$ cat src/rtl/mem_stage.sv
// Memory-access pipeline stage: waits for the data-SRAM response of the instruction
// it holds, extracts and extends load data, and passes the result plus side-band to WB.
module mem_stage #(
  parameter int SIDE_W = 140
) (
  input  logic              clk,
  input  logic              reset,
  input  logic              ex_to_mem_valid,
  output logic              mem_allowin,
  input  logic [31:0]       ex_pc,
  input  logic              ex_rf_we,
  input  logic [4:0]        ex_rf_waddr,
  input  logic [31:0]       ex_alu_result,
  input  logic [4:0]        ex_ld_op,
  input  logic              ex_mem_req,
  input  logic              ex_excep,
  input  logic [SIDE_W-1:0] ex_side,
  input  logic              data_sram_data_ok,
  input  logic [31:0]       data_sram_rdata,
  input  logic              wb_allowin,
  input  logic              wb_flush,
  output logic              mem_to_wb_valid,
  output logic [31:0]       mem_pc,
  output logic              mem_rf_we,
  output logic [4:0]        mem_rf_waddr,
  output logic [31:0]       mem_rf_wdata,
  output logic [SIDE_W-1:0] mem_side,
  output logic              mem_fwd_we,
  output logic [4:0]        mem_fwd_waddr,
  output logic [31:0]       mem_fwd_wdata,
  output logic              mem_ld_pending,
  output logic              mem_excep_out
);

  logic              valid_q, valid_d;
  logic [31:0]       pc_q, pc_d;
  logic              rf_we_q, rf_we_d;
  logic [4:0]        waddr_q, waddr_d;
  logic [31:0]       alu_result_q, alu_result_d;
  logic [4:0]        ld_op_q, ld_op_d;
  logic              mem_req_q, mem_req_d;
  logic              excep_q, excep_d;
  logic [SIDE_W-1:0] side_q, side_d;
  logic              buf_valid_q, buf_valid_d;
  logic [31:0]       buf_data_q, buf_data_d;
  logic [1:0]        discard_cnt_q, discard_cnt_d;

  logic        take_ok;
  logic        ready_go;
  logic        buf_set;
  logic        disc_inc;
  logic        disc_dec;
  logic [31:0] raw_data;
  logic [31:0] final_wdata;

  // ld_op is one-hot {w,hu,h,bu,b}; the offset comes from the low address bits.
  function automatic logic [31:0] ld_extract(input logic [4:0]  op,
                                             input logic [1:0]  off,
                                             input logic [31:0] raw);
    logic [7:0]  byte_v;
    logic [15:0] half_v;
    logic [31:0] res;
    byte_v = raw[{off, 3'b000} +: 8];
    half_v = off[1] ? raw[31:16] : raw[15:0];
    res    = raw;
    if (op[0])      res = {{24{byte_v[7]}}, byte_v};
    else if (op[1]) res = {24'h0, byte_v};
    else if (op[2]) res = {{16{half_v[15]}}, half_v};
    else if (op[3]) res = {16'h0, half_v};
    return res;
  endfunction

  // Responses are only ours once every response owed to a flushed request has drained.
  assign take_ok  = data_sram_data_ok && (discard_cnt_q == 2'd0);
  assign ready_go = !mem_req_q || excep_q || buf_valid_q || take_ok;

  assign mem_allowin     = !valid_q || (ready_go && wb_allowin);
  assign mem_to_wb_valid = valid_q && ready_go && !wb_flush;

  assign buf_set  = valid_q && mem_req_q && take_ok && !(mem_to_wb_valid && wb_allowin);
  assign disc_inc = wb_flush && valid_q && mem_req_q && !buf_valid_q && !take_ok;
  assign disc_dec = data_sram_data_ok && (discard_cnt_q != 2'd0);

  assign raw_data    = buf_valid_q ? buf_data_q : data_sram_rdata;
  assign final_wdata = (ld_op_q != 5'd0) ? ld_extract(ld_op_q, alu_result_q[1:0], raw_data)
                                         : alu_result_q;

  always_comb begin
    valid_d       = valid_q;
    pc_d          = pc_q;
    rf_we_d       = rf_we_q;
    waddr_d       = waddr_q;
    alu_result_d  = alu_result_q;
    ld_op_d       = ld_op_q;
    mem_req_d     = mem_req_q;
    excep_d       = excep_q;
    side_d        = side_q;
    buf_valid_d   = buf_valid_q;
    buf_data_d    = buf_data_q;
    discard_cnt_d = discard_cnt_q;

    if (mem_allowin) begin
      valid_d     = ex_to_mem_valid;
      buf_valid_d = 1'b0;
    end
    if (ex_to_mem_valid && mem_allowin) begin
      pc_d         = ex_pc;
      rf_we_d      = ex_rf_we;
      waddr_d      = ex_rf_waddr;
      alu_result_d = ex_alu_result;
      ld_op_d      = ex_ld_op;
      mem_req_d    = ex_mem_req;
      excep_d      = ex_excep;
      side_d       = ex_side;
    end
    // WB is stalled while the response is here: park it so the SRAM need not hold it.
    if (buf_set) begin
      buf_valid_d = 1'b1;
      buf_data_d  = data_sram_rdata;
    end
    if (wb_flush) begin
      valid_d     = 1'b0;
      buf_valid_d = 1'b0;
    end

    case ({disc_inc, disc_dec})
      2'b10:   if (discard_cnt_q != 2'd2) discard_cnt_d = discard_cnt_q + 2'd1;
      2'b01:   discard_cnt_d = discard_cnt_q - 2'd1;
      default: discard_cnt_d = discard_cnt_q;
    endcase
  end

  always_ff @(posedge clk or posedge reset) begin
    if (reset) begin
      valid_q       <= 1'b0;
      pc_q          <= 32'h0;
      rf_we_q       <= 1'b0;
      waddr_q       <= 5'h0;
      alu_result_q  <= 32'h0;
      ld_op_q       <= 5'h0;
      mem_req_q     <= 1'b0;
      excep_q       <= 1'b0;
      side_q        <= '0;
      buf_valid_q   <= 1'b0;
      buf_data_q    <= 32'h0;
      discard_cnt_q <= 2'd0;
    end else begin
      valid_q       <= valid_d;
      pc_q          <= pc_d;
      rf_we_q       <= rf_we_d;
      waddr_q       <= waddr_d;
      alu_result_q  <= alu_result_d;
      ld_op_q       <= ld_op_d;
      mem_req_q     <= mem_req_d;
      excep_q       <= excep_d;
      side_q        <= side_d;
      buf_valid_q   <= buf_valid_d;
      buf_data_q    <= buf_data_d;
      discard_cnt_q <= discard_cnt_d;
    end
  end

  assign mem_pc         = pc_q;
  assign mem_rf_we      = rf_we_q;
  assign mem_rf_waddr   = waddr_q;
  assign mem_rf_wdata   = final_wdata;
  assign mem_side       = side_q;
  assign mem_fwd_we     = valid_q && rf_we_q;
  assign mem_fwd_waddr  = waddr_q;
  assign mem_fwd_wdata  = final_wdata;
  assign mem_ld_pending = valid_q && (ld_op_q != 5'd0) && !ready_go;
  assign mem_excep_out  = valid_q && excep_q;

endmodule

$ cat config.mk
export PLATFORM = sky130hd
export DESIGN_NAME = mem_stage
export DESIGN_NICKNAME = d
export VERILOG_FILES = /design/src/rtl/mem_stage.sv
export SDC_FILE = /design/constraint.sdc
export NUM_CORES = 1
export LEC_CHECK = 0
export BUFFER_PORTS_ARGS = -buffer_cell sky130_fd_sc_hd__clkbuf_2
export CAP_MARGIN = 0
export CORE_AREA = 2 2 197 199
export CTS_CLUSTER_SIZE = 24
export DETAILED_ROUTE_END_ITERATION = 10
export DIE_AREA = 0 0 199 201
export GPL_TIMING_DRIVEN = 0
export HOLD_SLACK_MARGIN = 0.02
export MAX_ROUTING_LAYER = met4
export PLACE_DENSITY_LB_ADDON = 0.15
export SLEW_MARGIN = 20
export SYNTH_ARGS = -nofsm -noshare
export SYNTH_HDL_FRONTEND = slang
export SYNTH_SLANG_ARGS = --single-unit
$ cat constraint.sdc
create_clock -name clk -period 10.5 [get_ports clk]
set_input_delay 2.1 -clock clk [delete_from_list [all_inputs] [get_ports clk]]
set_output_delay 2.1 -clock clk [all_outputs]
set_load 0.1 [all_outputs]
; Word-level counts from Yosys, hierarchy flattened
; Index checks and enable logic that the tools add are counted.
[totals]
latch_bits = 0
elab_cells = 69
regBits = 253
n_memories = 0
in_bits = 255
ram_bits = 0
out_inout_bits = 252
mem_bits_ro = 0
[classes]
addsub = 2
shift = 1
mux = 14
multipliers = 0
eq_ne = 4
reduce_logical = 36
div = 0
bitwise = 0
magnitude_cmp = 0
[ops]
columns = operator, count
row1 = $mux W32, 6
row2 = $shiftx A32 B6 Y8, 1
row3 = $logic_and A1 B1 Y1, 18
row4 = $mux W16, 1
row5 = $logic_not A1 Y1, 7
row6 = $reduce_bool A2 Y1, 3
row7 = $mux W1, 5
row8 = $reduce_bool A5 Y1, 1
row9 = $logic_or A1 B1 Y1, 4
row10 = $ne A2 B2 Y1 const B, 2
row11 = $pmux W2 S2, 1
row12 = $reduce_bool A3 Y1, 1
row13 = $add A2 B1 Y2 const B, 1
row14 = $eq A2 B1 Y1 const B, 1
row15 = $eq A2 B2 Y1 const B, 1
row16 = $logic_not A2 Y1, 1
row17 = $mux W2, 1
row18 = $reduce_and A2 Y1, 1
row19 = $sub A2 B1 Y2 const B, 1

; Logic depth before layout (Yosys ltp)
; Gate-level depths: netlist (run 1).
[depth]
ltp_word = 11
ltp_mapped = 8
ltp_nobuf = 4

; Least setup slack after synthesis (run 1)
; No wires, ideal clock.
[synth_timing]
path_kind = input to output
start = input data_sram_rdata[30]
end = output mem_rf_wdata[6]
n_path_buf = 1
setup_slack_ns = 3.272
arrival_ns = 5.128
required_ns = 8.400
stages = 5
cell_sequence = mux2i_1 > mux2i_1 > o2bb2ai_1 > o21ai_0 > buf_4
[synth_via]
elab_chain_len = 5
[synth_lines]
columns = item, line
row1 = start: declaration, 19  ; input logic [31:0] data_sram_rdata,
row2 = $mux W32 (*), 84  ; assign raw_data = buf_valid_q ? buf_data_q : data_sram_rdata;
row3 = $shiftx A32 B6 Y8 (*), 63  ; byte_v = raw[{off, 3'b000} +: 8];
row4 = $mux W32, 67  ; else if (op[1]) res = {24'h0, byte_v};
row5 = $mux W32 (*), 66  ; if (op[0]) res = {{24{byte_v[7]}}, byte_v};
row6 = $mux W32 (*), 85  ; assign final_wdata = (ld_op_q != 5'd0) ? ld_extract(ld_op_q, alu_result_q[1:0], raw_data)
row7 = end: declaration, 26  ; output logic [31:0] mem_rf_wdata,
; Mark *: on every way between the ends. The rest lies on a longest branch, timed or not.

; Worst setup path after layout (run 1)
[layout_timing]
start = input data_sram_rdata[23]
end = output mem_rf_wdata[29]
[layout_via]
elab_chain_len = 4
[layout_lines]
columns = item, line
row1 = $mux W32, 84
row2 = $shiftx A32 B6 Y8, 63
row3 = $mux W32, 66
row4 = $mux W32, 85
; Every way passes these cells.

==> results of run 1 <==
-- per-layer routing --
| layer | global-route usage (%) | part of all wire [%] | vias to the layer above |
|---|---|---|---|
| li1 | - | - | 3800 |
| met2 | 31.5 | 50 | 305 |
| met3 | 5.14 | 7.5 | 56 |
| met1 | 21.9 | 40 | 4121 |
| met5 | - | 0 | - |
| met4 | 5.54 | 2.8 | 0 |
-- registers in the layout, summed over array words and instances, names as in the netlist --
name and cells:
alu_result_q 32, discard_cnt_q 2, mem_side 140, mem_pc 32, mem_rf_we 1, mem_fwd_waddr 5
buf_data_q 32, valid_q 1, mem_req_q 1, excep_q 1, buf_valid_q 1, ld_op_q 5
-- area by class of cell --
type	count	area, µm²	share of cell area (%)
antenna	2	5.00	0.0327
clock inverter	12	193	1.26
timing repair buffer	508	2590	16.9
multi-input combinational	436	4080	26.6
sequential	253	6330	41.3
inverter	6	30.0	0.196
tap	518	648	4.23
clock buffer	44	935	6.10
buffer	81	508	3.32
-- cell usage after synthesis, drive strengths merged --
library cell,instances,area (µm²)
a21o,1,7.51
a21oi,28,140
a221o,7,70.1
a22o,1,8.76
a2bb2oi,1,15.0
and2,5,31.3
and3,2,12.5
buf,70,465
clkbuf,11,42.5
dfrtp,253,6330
inv,6,22.5
mux2,261,2950
mux2i,34,340
mux4,1,22.5
nand2,31,116
nand2b,1,6.26
nand3,2,10.0
nand3b,2,15.0
nor2,21,78.8
nor3,4,25.0
nor3b,2,15.0
nor4,1,6.26
o2111a,1,11.3
o21a,2,15.0
o21ai,11,55.1
o221a,1,11.3
o221ai,1,8.76
o22a,1,8.76
o22ai,6,37.5
o2bb2ai,5,43.8
o311ai,1,8.76
or3,2,12.5
-- stage by stage --
step / instance area, µm² / power (W) / instances
2_1_floorplan: 10900 / 0.00285 / 776
4_1_cts: 15300 / 0.00439 / 1858
6_report: 15300 / 0.00434 / 1860
3_5_place_dp: 14200 / 0.00321 / 1802
5_1_grt: 15300 / 0.00450 / 1860
3_3_place_gp: 14100 / 0.00320 / 1800
-- power by group through the flow --
| stage | sequential [W] | combinational, W | clock, W |
|---|---|---|---|
| floorplan | 0.00198 | 0.000877 | 0 |
| global placement | 0.00124 | 0.00195 | 0 |
| detailed placement | 0.00125 | 0.00196 | 0 |
| CTS | 0.00123 | 0.00196 | 0.00120 |
| global route | 0.00126 | 0.00201 | 0.00124 |
| finish | 0.00123 | 0.00195 | 0.00116 |
-- logic make-up after synthesis --
| group | count (synthesis) |
|---|---|
| mux | 296 |
| flops | 253 |
| buf+inv | 87 |
| simple gates | 73 |
| compound gates | 67 |
-- worst min-delay path by stage --
stage	slack, ps	startpoint	endpoint	depth (start not counted)
6_report	480	mem_side[83]	mem_side[83]	1
4_1_cts	490	mem_side[40]	mem_side[40]	1
3_3_place_gp	470	mem_side[46]	mem_side[46]	1
5_1_grt	490	mem_side[40]	mem_side[40]	1
3_5_place_dp	470	mem_side[40]	mem_side[40]	1
2_1_floorplan	460	alu_result_q[6]	alu_result_q[6]	1
-- critical path: cells and delay by family --
family	cells	cell delay (ps)
mux	2	890
buf+inv	4	870
compound gates	2	540
==> results.txt, run 1 <==
GRT Resource Usage Total = 18.8%
R2R Path Start = discard_cnt_q[1]
Status = completed
Longest Clk Path Bufs = 3
Drt drc = 0
Yosys warns = 0
Largest family of logic cells by synthesized area = multiplexers
Required @ worst endpoint = 8400 ps
Placer Congestion = 0.806
WL/cell = 19.8 µm
Cell Chain, Critical Path = clkbuf_2 > mux2_1 > mux4_2 > a2bb2oi_2 > buf_4 > a21oi_1 > buf_4 > clkbuf_2
Synth Area in XOR/XNOR = 0%
Number of antenna violations at the first check in global routing = 2
DIE HEIGHT = 201 µm
Hold_ws = 482 ps
Reg2reg end = mem_side[62]
Initial DRC Count = 310
Clock root buffer = clkbuf_16
Number of filler cells placed in the layout = 3835
Number of global-route vias before repair = 8779
Width of the die = 199 µm
Rows = 72
Place WS = 3970 ps
TritonCTS clock tree = built
Total die area = 40000 µm²
Core Util, Final = 40.2%
Total Wirelength = 36800 µm
Core Area = 38100 µm²
Worst vdd ir = 0.176 mV
Largest net degree at the start of global routing = 98
Synth Area in Adders = 0%
WS Path Type = in -> out
CP Capture Type = output port
Later-pin clock latency in the skew report = 550 ps
TritonCTS Buffers = 30
CTS Hold Bufs = 0
Setup TNS = 0 ps
Worst min-delay path category = reg -> reg
Critical-path cell with the highest stage delay = mux4_2
Final Hold Violating Endpoints = 0
RSZ-0062 raised after global routing = no
Synth-to-layout area growth = 40.0%
Initial Util = 28.7%
Cell area after synthesis = 10900 µm²
Period utilisation layout = 61.9%
GR Overflow Total = 0
Cells after synthesis = 776
Critical path endpoint = mem_rf_wdata[29]
Max Cap Viol = 0
Relative slew slack = 47.0%
Post-route antenna net violation count = 0
Distinct cells, synth = 40
Global-route wire length before repair = 54600 µm
First-pass DRT Iterations = 4
Min cycle time layout = 6500 ps
Vias = 8282
Clk pin slew, worst setup/hold paths = 60 ps
Clock power frac = 26.8%
R2R Setup Slk = 7960 ps
H-tree depth = 1
Clk sinks = 253
Slew Viols, Final = 0
Int Power = 0.00224 W
Share of cells above drive strength 1 = 57.3%
Compound-Gate Fraction of Synth Area = 4.04%
Fmax = 154 MHz
Commonest non-fill, non-tap cell in the layout = clkbuf_2
Combinational group share of total power = 44.8%
Leak pwr = 7.47 nW
Post-synthesis simple-gate area fraction = 3.01%
Mean area per synthesized cell = 14.1 µm²
Synth Net Count = 1031
Mux cell area share after synthesis = 30.2%
Final setup viols = 0
Yosys reg bits = 253
Worst Tran Pin Value = 788 ps
Setup Buffers After CTS = 0
NetSw = 0.00210 W
DP HPWL = 29200 µm
Final Skew = 6.68 ps
PD cells = 283 nW/µm²
Switch share = 48.4%
Reg power frac = 28.4%
Launch point of the worst path = data_sram_rdata[23]
IO Pins = 507
Post-CTS sizing = 0
R2R cell count = 7
CP max FO = 10
Port Buffers = 506
Crit path largest cell delay = 530 ps
Final net count = 1571
Most frequent cells in the layout = clkbuf_2, dfrtp_1, mux2_1
Setup WS post-layout = 4000 ps
Startpoint Class = input port
Seq/Total Area, Yosys = 57.9%
Number of vias per cell = 4.45
Arr. time, crit path = 4400 ps
Note: power is estimated with default switching activity, not from simulation.
==> run 2, diff against run 1 <==
==> constraint.sdc (replaced) <==
create_clock -name clk -period 6 [get_ports clk]
set_input_delay 1.2 -clock clk [delete_from_list [all_inputs] [get_ports clk]]
set_output_delay 1.2 -clock clk [all_outputs]
set_load 0.1 [all_outputs]
==> results.txt, run 2 (synthesized netlist as in run 1, its figures left out) <==
Status = completed
R2R Path Start = discard_cnt_q[1]
Synth-to-layout area growth = 41.6%
R2R cell count = 7
Core Area = 38100 µm²
Post-CTS sizing = 0
Hold Crit Endpoint = mem_side[103]
Initial Util = 28.7%
Min cycle time layout = 4760 ps
Cell total after placement = 1809
CTS Hold Bufs = 0
Relative slew slack = 53.0%
Hold_sp = mem_side[103]
Final setup viols = 0
Max Cap Viol = 0
Placed cell area = 14300 µm²
Number of vias per cell = 4.42
DP HPWL = 28900 µm
Startpoint Class = input port
Hold Path Cell Cnt = 1
DRT met1 WL = 13900 µm
Setup Buffers After CTS = 0
Most frequent cells in the layout = clkbuf_2, dfrtp_1, mux2_1
H-tree depth = 1
DIE HEIGHT = 201 µm
Initial DRC Count = 278
Clk sinks = 253
Design Area, Final = 15500 µm²
Drt drc = 0
Leak pwr = 7.55 nW
Width of the die = 199 µm
Routed wl met2 = 18800 µm
R2R Setup Slk = 3420 ps
Reg2reg end = mem_side[107]
Slew Viols, Final = 0
Later-pin clock latency in the skew report = 560 ps
Global-route wire length before repair = 53300 µm
Total die area = 40000 µm²
Largest net degree at the start of global routing = 32
GRT Resource Usage Total = 18.4%
TritonCTS clock tree = built
Post-route antenna net violation count = 0
Rows = 72
Total Wirelength = 36100 µm
Period utilisation layout = 79.4%
Vias = 8253
Max layer used = met4
Number of antenna violations at the first check in global routing = 2
Port Buffers = 506
Core Util, Final = 40.6%
Final net count = 1579
Fmax = 210 MHz
Finished Layout Cells = 1868
RSZ-0062 raised after global routing = no
Final Skew = 9.81 ps
Worst min-delay path category = reg -> reg
Commonest non-fill, non-tap cell in the layout = clkbuf_2
Final Hold Violating Endpoints = 0
PD cells = 495 nW/µm²
WS Path Type = in -> out
Met3 wire len = 2710 µm
Cell Chain, Critical Path = clkbuf_2 > mux2_1 > mux4_2 > a2bb2oi_2 > buf_4 > a21oi_1 > buf_4 > clkbuf_2
Longest Clk Path Bufs = 3
GR Overflow Total = 0
TritonCTS Buffers = 31
Worst Tran Pin Value = 699 ps
Worst vdd ir = 0.287 mV
First-pass DRT Iterations = 4
Placer Congestion = 0.785
Required @ worst endpoint = 4800 ps
Crit path largest cell delay = 520 ps
IO Pins = 507
CP Capture Type = output port
Arr. time, crit path = 3560 ps
CP max FO = 10
Critical-path cell with the highest stage delay = mux4_2
Number of global-route vias before repair = 8740
Clk pin slew, worst setup/hold paths = 60 ps
Clock root buffer = clkbuf_16
Setup TNS = 0 ps
Share of cells above drive strength 1 = 57.6%
WL/cell = 19.3 µm
Number of flip-flops in the largest register = 140
[run 2: changes by cell type in the layout (fill, tap and decap cells not counted)]
cell and delta:
bufinv_16 +1, clkbuf_8 +2, clkinvlp_4 -1, buf_12 +8
inv_8 -1, buf_16 -1
[run 2: where the power goes]
| part | total [W] | switching, W | internal (W) |
|---|---|---|---|
| clock network | 0.00211 | 0.000756 | 0.00136 |
| logic | 0.00341 | 0.00276 | 0.000641 |
| registers | 0.00216 | 0.000156 | 0.00200 |
[run 2: worst max-delay path: cells and delay by family]
kind                   cells  cell delay (ps)
multiplexers               2              870
buffers and inverters      4              910
AO/OA/AOI/OAI              2              590
[run 2: worst max path at each step]
stage	start	endpoint	slack [ps]	cells past startpoint
after floorplan	data_sram_rdata[30]	mem_rf_wdata[6]	570	5
after global placement	reset	mem_side[49]	-510	2
after detailed placement	data_sram_rdata[23]	mem_rf_wdata[23]	1210	8
final	data_sram_rdata[23]	mem_rf_wdata[24]	1240	8
after CTS	ld_op_q[0]	mem_rf_wdata[5]	1200	8
after global routing	ld_op_q[0]	mem_rf_wdata[5]	1090	8
[run 2: metrics by stage]
stage                     power (W)  hold WS [ps]  worst slack [ps]
after floorplan             0.00500           458               572
after global placement      0.00558           467              -512
after detailed placement    0.00562           474              1210
after CTS                   0.00776           487              1200
after global routing        0.00795           499              1090
final                       0.00767           482              1240
[run 2: metal layers]
layer,vias up,global-route usage (%)
met5,-,-
met4,0,4.50
met3,43,5.06
met2,278,32.4
met1,4107,20.4
li1,3825,-
[run 2: layout make-up]
type	count	area [µm²]
inverters	6	26.3
clock inverters	11	208
flip-flops and latches	253	6330
fillers	3785	22600
multi-input cells	436	4080
clock buffers	46	962
repair buffers	515	2720
plain buffers	81	508
diodes	2	5.00
well taps	518	648
==> run 3, diff against run 2 <==
--- a/config.mk
+++ b/config.mk
@@ -7,10 +7,10 @@
 export LEC_CHECK = 0
 export BUFFER_PORTS_ARGS = -buffer_cell sky130_fd_sc_hd__clkbuf_2
 export CAP_MARGIN = 0
-export CORE_AREA = 2 2 197 199
+export CORE_AREA = 2 2 200 202
 export CTS_CLUSTER_SIZE = 24
 export DETAILED_ROUTE_END_ITERATION = 10
-export DIE_AREA = 0 0 199 201
+export DIE_AREA = 0 0 202 204
 export GPL_TIMING_DRIVEN = 0
 export HOLD_SLACK_MARGIN = 0.02
 export MAX_ROUTING_LAYER = met4
==> constraint.sdc (replaced) <==
create_clock -name clk -period 4.3 [get_ports clk]
set_input_delay 0.86 -clock clk [delete_from_list [all_inputs] [get_ports clk]]
set_output_delay 0.86 -clock clk [all_outputs]
set_load 0.1 [all_outputs]
==> results.txt, run 3 (synthesized netlist as in run 1, its figures left out) <==
Status = completed
CP Capture Type = output port
Initial DRC Count = 228
Placer Congestion = 0.802
Design Area, Final = 15400 µm²
Number of global-route vias before repair = 8790
DIE HEIGHT = 204 µm
Reg area = 6330 µm²
H-tree depth = 1
Total Wirelength = 36700 µm
Initial Util = 27.9%
Longest Clk Path Bufs = 3
Rows = 73
Later-pin clock latency in the skew report = 550 ps
TritonCTS Buffers = 31
Total die area = 41200 µm²
Clk pin slew, worst setup/hold paths = 60 ps
Min cycle time layout = 4140 ps
Clk sinks = 253
DP HPWL = 29600 µm
GRT Resource Usage Total = 18.0%
Final Hold Violating Endpoints = 0
Multi-input logic area = 4100 µm²
Critical path endpoint = mem_rf_wdata[4]
Vias = 8330
Arr. time, crit path = 3280 ps
Relative slew slack = 46.5%
Placed cell area = 14300 µm²
Core Util, Final = 39.2%
Setup TNS = 0 ps
RSZ-0062 raised after global routing = yes
IO Pins = 507
Most frequent cells in the layout = clkbuf_2, dfrtp_1, mux2_1
Commonest non-fill, non-tap cell in the layout = clkbuf_2
Share of cells above drive strength 1 = 57.3%
CP max FO = 10
WL/cell = 19.6 µm
CTS Hold Bufs = 0
PD cells = 676 nW/µm²
Worst Tran Pin Value = 796 ps
Drt drc = 0
Number of antenna violations at the first check in global routing = 1
Number of filler cells placed in the layout = 3917
Largest net degree at the start of global routing = 32
R2R cell count = 7
Reg2reg end = mem_side[104]
Period utilisation layout = 96.2%
Fmax = 242 MHz
R2R Setup Slk = 1800 ps
WS Path Type = reg -> out
Final net count = 1579
Number of flip-flops in the largest register = 140
Setup Buffers After CTS = 0
Required @ worst endpoint = 3440 ps
TritonCTS clock tree = built
Post-CTS sizing = 2
Slew Viols, Final = 0
Width of the die = 202 µm
First-pass DRT Iterations = 4
Number of vias per cell = 4.45
Final setup viols = 0
Port Buffers = 506
Startpoint Class = flop
Max Cap Viol = 0
Final Skew = 7.50 ps
Worst min-delay path category = in -> async
Core Area = 39200 µm²
Post-route antenna net violation count = 0
Clock root buffer = clkbuf_16
Synth-to-layout area growth = 40.4%
GR Overflow Total = 0
Global-route wire length before repair = 54500 µm
R2R Path Start = discard_cnt_q[1]
Launch point of the worst path = ld_op_q[0]
Leak pwr = 7.48 nW
Worst vdd ir = 0.438 mV
## run 3: cell type report
cell class	instances	area share, %
buffer	81	3.31
multi-input combinational	436	26.7
clock inverter	8	0.619
antenna	2	0.0326
sequential	253	41.2
timing repair buffer	515	17.7
tap	525	4.27
clock buffer	47	6.03
inverter	6	0.171
## run 3: power breakdown
part           total [W]  internal [W]  switching [W]  leakage (nW)
clock            0.00262       0.00159        0.00103         0.499
combinational    0.00477      0.000898        0.00387          4.01
sequential       0.00301       0.00279       0.000219          2.97
## run 3: how the worst min path moves through the flow
stage / startpoint / end / slack (ps) / depth (start not counted)
6_report: reset / mem_side[22] / 320 / 2
3_3_place_gp: mem_side[61] / mem_side[61] / 470 / 1
5_1_grt: reset / mem_pc[4] / 320 / 2
3_5_place_dp: mem_side[100] / mem_side[100] / 470 / 1
4_1_cts: reset / mem_side[22] / 300 / 2
2_1_floorplan: alu_result_q[6] / alu_result_q[6] / 460 / 1
## run 3: routing by layer
layer	up-vias	GRT usage [%]	share of wire (%)
met5	-	-	0
met1	4142	20.4	38
met2	319	30.6	51
met3	59	5.48	8.5
met4	0	5.38	2.7
li1	3810	-	-
## run 3: worst max-delay path: stages, from the launching register on
cell      delay, ps
dfrtp_1         480
nor4_2          420
clkbuf_2        270
nand2_1         130
clkbuf_1        340
o22ai_1         450
a21oi_1         110
buf_4           170
clkbuf_2        360
## run 3: per-stage QoR
step	power (W)	worst slack, ps	cells	hold WS [ps]
6_report	0.0104	162	1873	317
5_1_grt	0.0108	-32.2	1872	321
4_1_cts	0.0105	39.1	1871	296
3_5_place_dp	0.00785	212	1816	474
3_3_place_gp	0.00780	-1830	1807	468
2_1_floorplan	0.00697	-85.1	776	458
